**config.mk**
```make
export PLATFORM = sky130hd
export DESIGN_NAME = mem_arbiter
export DESIGN_NICKNAME = d
export VERILOG_FILES = /design/src/rtl/mem_arbiter.sv
export SDC_FILE = /design/constraint.sdc
export NUM_CORES = 1
export LEC_CHECK = 0
export ABC_AREA = 1
export ABC_CLOCK_PERIOD_IN_PS = 2200
export BUFFER_PORTS_ARGS = -buffer_cell sky130_fd_sc_hd__buf_2
export CAP_MARGIN = 10
export CORE_ASPECT_RATIO = 1.4
export CORE_MARGIN = 2
export CORE_UTILIZATION = 30
export DETAILED_ROUTE_END_ITERATION = 10
export HOLD_SLACK_MARGIN = 0.02
export PLACE_DENSITY_LB_ADDON = 0.3
export SYNTH_ARGS = -nofsm -noshare
export SYNTH_HDL_FRONTEND = slang
export SYNTH_SLANG_ARGS = --single-unit
export TNS_END_PERCENT = 5
```
**constraint.sdc**
```tcl
create_clock -name clock -period 2.2 [get_ports clock]
set_input_delay 0 -clock clock [delete_from_list [all_inputs] [get_ports clock]]
set_output_delay 0 -clock clock [all_outputs]
set_load 0.02 [all_outputs]
```
**src/rtl/mem_arbiter.sv**
```systemverilog
// mem_arbiter: shares one variable-latency PMEM port between instruction fetch and load/store with starvation control
module mem_arbiter #(
  parameter logic [63:0] PMEM_BASE    = 64'h8000_0000,
  parameter int          STARVE_LIMIT = 4
) (
  input  logic        clock,
  input  logic        reset,
  input  logic        if_req_i,
  input  logic [63:0] if_addr_i,
  output logic        if_ready_o,
  output logic        if_rvalid_o,
  output logic [31:0] if_rdata_o,
  output logic        if_err_o,
  input  logic        d_req_i,
  input  logic        d_we_i,
  input  logic [2:0]  d_funct3_i,
  input  logic [63:0] d_addr_i,
  input  logic [63:0] d_wdata_i,
  output logic        d_ready_o,
  output logic        d_rvalid_o,
  output logic [63:0] d_rdata_o,
  output logic        d_err_o,
  output logic        mem_req_o,
  output logic        mem_we_o,
  output logic [63:0] mem_addr_o,
  output logic [63:0] mem_wdata_o,
  output logic [7:0]  mem_wmask_o,
  input  logic        mem_ack_i,
  input  logic [63:0] mem_rdata_i
);
  localparam int SW = $clog2(STARVE_LIMIT + 2);
  typedef enum logic {IDLE, WAIT} state_t;
  state_t state_q, state_d;
  logic [SW-1:0] starve_q, starve_d;
  logic fetch_q, fetch_d;
  logic [2:0] a_q, a_d, f3_q, f3_d;
  logic mem_req_q, mem_req_d, mem_we_q, mem_we_d;
  logic [63:0] mem_addr_q, mem_addr_d, mem_wdata_q, mem_wdata_d;
  logic [7:0] mem_wmask_q, mem_wmask_d;
  logic if_rvalid_q, if_rvalid_d, if_err_q, if_err_d;
  logic [31:0] if_rdata_q, if_rdata_d;
  logic d_rvalid_q, d_rvalid_d, d_err_q, d_err_d;
  logic [63:0] d_rdata_q, d_rdata_d;
  logic idle, starved, d_bad;
  logic [63:0] gaddr, s, ld;
  logic [7:0] base_mask;
  assign idle       = state_q == IDLE;
  assign starved    = starve_q == SW'(STARVE_LIMIT);
  assign d_ready_o  = idle && d_req_i && !(if_req_i && starved);
  assign if_ready_o = idle && if_req_i && !d_ready_o;
  assign gaddr      = d_ready_o ? d_addr_i : if_addr_i;
  always_comb begin
    d_bad = (d_funct3_i[1:0] == 2'd1) ? d_addr_i[0] :
            (d_funct3_i[1:0] == 2'd2) ? |d_addr_i[1:0] :
            (d_funct3_i[1:0] == 2'd3) ? |d_addr_i[2:0] : 1'b0;
    d_bad = d_bad || (!d_we_i && d_funct3_i == 3'b111);
    base_mask = (d_funct3_i[1:0] == 2'd0) ? 8'h01 :
                (d_funct3_i[1:0] == 2'd1) ? 8'h03 :
                (d_funct3_i[1:0] == 2'd2) ? 8'h0F : 8'hFF;
  end
  always_comb begin
    s = mem_rdata_i >> {a_q, 3'b000};
    case (f3_q)
      3'b000:  ld = {{56{s[7]}}, s[7:0]};
      3'b001:  ld = {{48{s[15]}}, s[15:0]};
      3'b010:  ld = {{32{s[31]}}, s[31:0]};
      3'b011:  ld = s;
      3'b100:  ld = {56'b0, s[7:0]};
      3'b101:  ld = {48'b0, s[15:0]};
      3'b110:  ld = {32'b0, s[31:0]};
      default: ld = '0;
    endcase
  end
  always_comb begin
    state_d     = state_q;
    starve_d    = starve_q;
    fetch_d     = fetch_q;
    a_d         = a_q;
    f3_d        = f3_q;
    mem_req_d   = mem_req_q;
    mem_we_d    = mem_we_q;
    mem_addr_d  = mem_addr_q;
    mem_wdata_d = mem_wdata_q;
    mem_wmask_d = mem_wmask_q;
    if_rvalid_d = 1'b0;
    if_err_d    = 1'b0;
    if_rdata_d  = if_rdata_q;
    d_rvalid_d  = 1'b0;
    d_err_d     = 1'b0;
    d_rdata_d   = d_rdata_q;
    if (d_ready_o) begin
      starve_d = if_req_i ? starve_q + SW'(!starved) : '0;
      if (d_bad) begin
        d_rvalid_d = 1'b1;
        d_err_d    = 1'b1;
        d_rdata_d  = '0;
      end else begin
        state_d     = WAIT;
        fetch_d     = 1'b0;
        a_d         = d_addr_i[2:0];
        f3_d        = d_funct3_i;
        mem_req_d   = 1'b1;
        mem_we_d    = d_we_i;
        mem_addr_d  = (gaddr - PMEM_BASE) & ~64'h7;
        mem_wdata_d = d_wdata_i << {d_addr_i[2:0], 3'b000};
        mem_wmask_d = d_we_i ? base_mask << d_addr_i[2:0] : 8'h00;
      end
    end else if (if_ready_o) begin
      starve_d = '0;
      if (|if_addr_i[1:0]) begin
        if_rvalid_d = 1'b1;
        if_err_d    = 1'b1;
        if_rdata_d  = '0;
      end else begin
        state_d     = WAIT;
        fetch_d     = 1'b1;
        a_d         = if_addr_i[2:0];
        mem_req_d   = 1'b1;
        mem_we_d    = 1'b0;
        mem_addr_d  = (gaddr - PMEM_BASE) & ~64'h7;
        mem_wmask_d = 8'h00;
      end
    end else if (!idle && mem_ack_i) begin
      state_d   = IDLE;
      mem_req_d = 1'b0;
      if (fetch_q) begin
        if_rvalid_d = 1'b1;
        if_rdata_d  = a_q[2] ? mem_rdata_i[63:32] : mem_rdata_i[31:0];
      end else begin
        d_rvalid_d = 1'b1;
        d_rdata_d  = mem_we_q ? '0 : ld;
      end
    end
  end
  always_ff @(posedge clock) begin
    if (reset) begin
      state_q     <= IDLE;
      starve_q    <= '0;
      fetch_q     <= 1'b0;
      a_q         <= '0;
      f3_q        <= '0;
      mem_req_q   <= 1'b0;
      mem_we_q    <= 1'b0;
      mem_addr_q  <= '0;
      mem_wdata_q <= '0;
      mem_wmask_q <= '0;
      if_rvalid_q <= 1'b0;
      if_err_q    <= 1'b0;
      if_rdata_q  <= '0;
      d_rvalid_q  <= 1'b0;
      d_err_q     <= 1'b0;
      d_rdata_q   <= '0;
    end else begin
      state_q     <= state_d;
      starve_q    <= starve_d;
      fetch_q     <= fetch_d;
      a_q         <= a_d;
      f3_q        <= f3_d;
      mem_req_q   <= mem_req_d;
      mem_we_q    <= mem_we_d;
      mem_addr_q  <= mem_addr_d;
      mem_wdata_q <= mem_wdata_d;
      mem_wmask_q <= mem_wmask_d;
      if_rvalid_q <= if_rvalid_d;
      if_err_q    <= if_err_d;
      if_rdata_q  <= if_rdata_d;
      d_rvalid_q  <= d_rvalid_d;
      d_err_q     <= d_err_d;
      d_rdata_q   <= d_rdata_d;
    end
  end
  assign mem_req_o   = mem_req_q;
  assign mem_we_o    = mem_we_q;
  assign mem_addr_o  = mem_addr_q;
  assign mem_wdata_o = mem_wdata_q;
  assign mem_wmask_o = mem_wmask_q;
  assign if_rvalid_o = if_rvalid_q;
  assign if_err_o    = if_err_q;
  assign if_rdata_o  = if_rdata_q;
  assign d_rvalid_o  = d_rvalid_q;
  assign d_err_o     = d_err_q;
  assign d_rdata_o   = d_rdata_q;
endmodule

```
==> out/qor.csv <==
metric,value,unit
timing.final.crit_period,2.12,ns
setup_ws,0.0850,ns
min-delay-start,d_addr_i[46],
synthXorXnorAreaFrac,0.301,%
period_share,96.1,%
reg2reg_to,mem_addr_o[42],
antenna_found_initial,2,
synth_top_area_share,33.7,%
io_pins,505,
startpoint_type,flop,
numPortBuffers,501,
vias_per_cell,5.12,
cts-root-buf,clkbuf_16,
drive_gt1_share,25.4,%
worst_pin_slew,0.752,ns
hold_violations,0,
worstSetupEndpointType,flop,
yosys-top-cells-count,"696 x nand2_1, 280 x o21ai_0, 245 x dfxtp_1, 203 x nor2_1, 177 x inv_1",
place.gp.congestion,0.938,
dieArea,0.0503,mm²
maxSlewViolCount,0,
drv_cap,0,
antenna_left,0,
area_delta_synth_final,51.1,%
relSlewSlack,49.9,%
synthSimpleGateAreaFrac,31.6,%
yosys.area_share.adder,0.258,%
status,finished clean,
num-fill-cells,4940,
grt_first_pass_wirelength,103000,µm
clk_path_buf_depth,3,
setup_viol,0,
die_x,190,µm
ctsHtreeMaxLevel,1,
cts_tree,built,
syn_area,0.0146,mm²
ys_async_sr_fraction,0,%
ys_types,42,
cp.required,2.67,ns
fin_nets,3316,
synthCells,2336,
min_to,mem_addr_o[46],
vdd_drop_max,0.559,mV
yosysTopAreaCell,dfxtp_1,
drc,0,
r2r_start,starve_q[1],
die_h,265,µm
path_class,flop to flop,
place_hpwl,49000,µm
powerDensity,710,mW/mm²
crit_fanout,5,
ys_ff_latch,245,
fmax,0.473,GHz
ys_seq_area_share,33.7,%
rrSetupSlack,0.08,ns
dr.first_iter.drc_count,1505,
start_util,30.3,%
post-place-cells,3409,
yosysMostFrequentCell,nand2_1,
reg2regPathDepth,14,
p_leak,10.5,nW
grt_max_degree,139,
arrival,2.58,ns
path_clk_slew,0.07,ns
muxShareOfSynthArea,0.688,%
grt_overflow,0,
grt_pass1_vias,18414,
synth.area.top_cells,"dfxtp_1 34%, nand2_1 18%, o21ai_0 9.6%, nor2_1 5.2%, a21oi_1 5.1%",
final_cell_count_no_fill,3700,
routed_wl,67800,µm
wl_per_cell,18.3,µm
synth_flop_cell,dfxtp_1,
synth_top_family_by_area,simple AND/OR/NAND/NOR gates,
cts_sinks,245,
holdPathStages,7,
coreArea,0.0480,mm²
clk_latency,0.58,ns
synth_edf_count,0,
num_rows,95,
yosys_warnings,0,
fin_skew,0.0285,ns
syn_area_per_cell,6.23,µm²
firstDrtPassIters,7,
hold_path.class,input port to flop,
rsz0062_at_grt,true,
synth_compound_gate_area_share,23.0,%
crit_start,starve_q[1],
place_ws,-0.131,ns
final.setup.tns,0,ns
p_total,15.6,mW
cts_buffers,28,
grt_util_all_layers,25.8,%
vias,18952,
==> kinds of logic (layout without fill, tap and decap cells) <==
logic type	after synthesis	count (layout)
and+or+nand+nor	1105	1106
other	1	4
muxes	10	10
buffers and inverters	372	1102
DFF	245	245
adders and majority gates	3	3
AOI/OAI and AO/OA	595	595
xor gates and xnor gates	5	5
==> layer usage <==
metal  track usage [%]  up-vias  wire length [µm]
li1                  -     9145                 -
met1              29.8     8809             26300
met2              46.1      812             33800
met3              3.47      184              4100
met4              12.9        2              3530
met5                 0        -                15
==> power by group <==
part | internal, mW | switching, mW | total, mW
Combinational | 1.94 | 3.14 | 5.08
Clock | 3.28 | 2.10 | 5.38
Sequential | 4.88 | 0.274 | 5.15
==> timing repair <==
action | 4_1_cts | 5_1_grt
gates resized for setup | 5 | 85
pin swaps | 0 | 14
endpoints found under the setup margin | 22 | 151
gates cloned | 0 | 4
setup buffers | 0 | 6
endpoints found under the hold margin | 142 | 1
hold buffers | 227 | 2
==> layout by cell type (no fill, tap or decap), drive strengths merged, types with 4 or more instances in the layout <==
cell	netlist	layout
nand3b	31	31
nand3	103	103
bufinv	0	6
o21ai	283	283
nor3	4	4
o31ai	10	10
mux2i	10	10
a31oi	47	47
nand4	42	42
o22ai	6	6
nor2	217	217
xor2	4	4
a311oi	10	10
o211ai	76	76
inv	184	186
dfxtp	245	245
nand2	701	702
dlygate4sd3	0	229
a21oi	149	149
buf	69	634
or2	6	6
clkbuf	118	43
a22oi	6	6
==> worst max-delay path by stage <==
stage	endpoint	slack, ns
5_1_grt	mem_addr_o[42]	-0.06
3_5_place_dp	mem_addr_o[52]	-0.13
3_3_place_gp	mem_addr_o[60]	-0.12
4_1_cts	mem_addr_o[42]	-0.005
2_1_floorplan	mem_addr_o[47]	0.02
6_report	mem_addr_o[42]	0.08
==> metrics by stage <==
stage / hold slack (ns) / utilization, % / instance area [µm²]
finish: 0.0162 / 45.8 / 22000
global route: 0.0508 / 45.8 / 22000
CTS: 0.0230 / 45.0 / 21600
detailed placement: 0.273 / 38.0 / 18300
global placement: 0.254 / 38.0 / 18300
floorplan: 0.141 / - / 14600
==> worst max-delay path, cell delays in order, from the launching register on <==
cell	delay [ns]
dfxtp_2	0.34
nor2_4	0.15
nand3_4	0.12
buf_4	0.16
nand2_2	0.10
nand2_1	0.08
nand2_1	0.13
nand2_1	0.11
nor2_4	0.16
nand2_4	0.11
nor2_4	0.23
xor2_1	0.17
nand2_1	0.07
nand2_1	0.06
inv_1	0.03
==> layout make-up <==
cell class	instances	area, µm²	share of cell area (%)
Sequential cell	245	4910	22.3
Clock buffer	40	817	3.72
Tap cell	630	788	3.59
Clock inverter	11	218	0.990
Antenna cell	1	2.50	0.0114
Multi-Input combinational cell	1722	8360	38.0
Inverter	185	696	3.16
Timing Repair Buffer	866	6200	28.2
==> sequential cells by signal, summed over array words and instances (netlist names), 3 cells and up <==
| signal | flops |
|---|---|
| mem_wdata_o | 64 |
| d_rdata_o | 64 |
| starve_q | 3 |
| if_rdata_o | 32 |
| a_q | 3 |
| f3_q | 3 |
| mem_addr_o | 61 |
| mem_wmask_o | 8 |
Note: power is estimated with default switching activity, not from simulation.
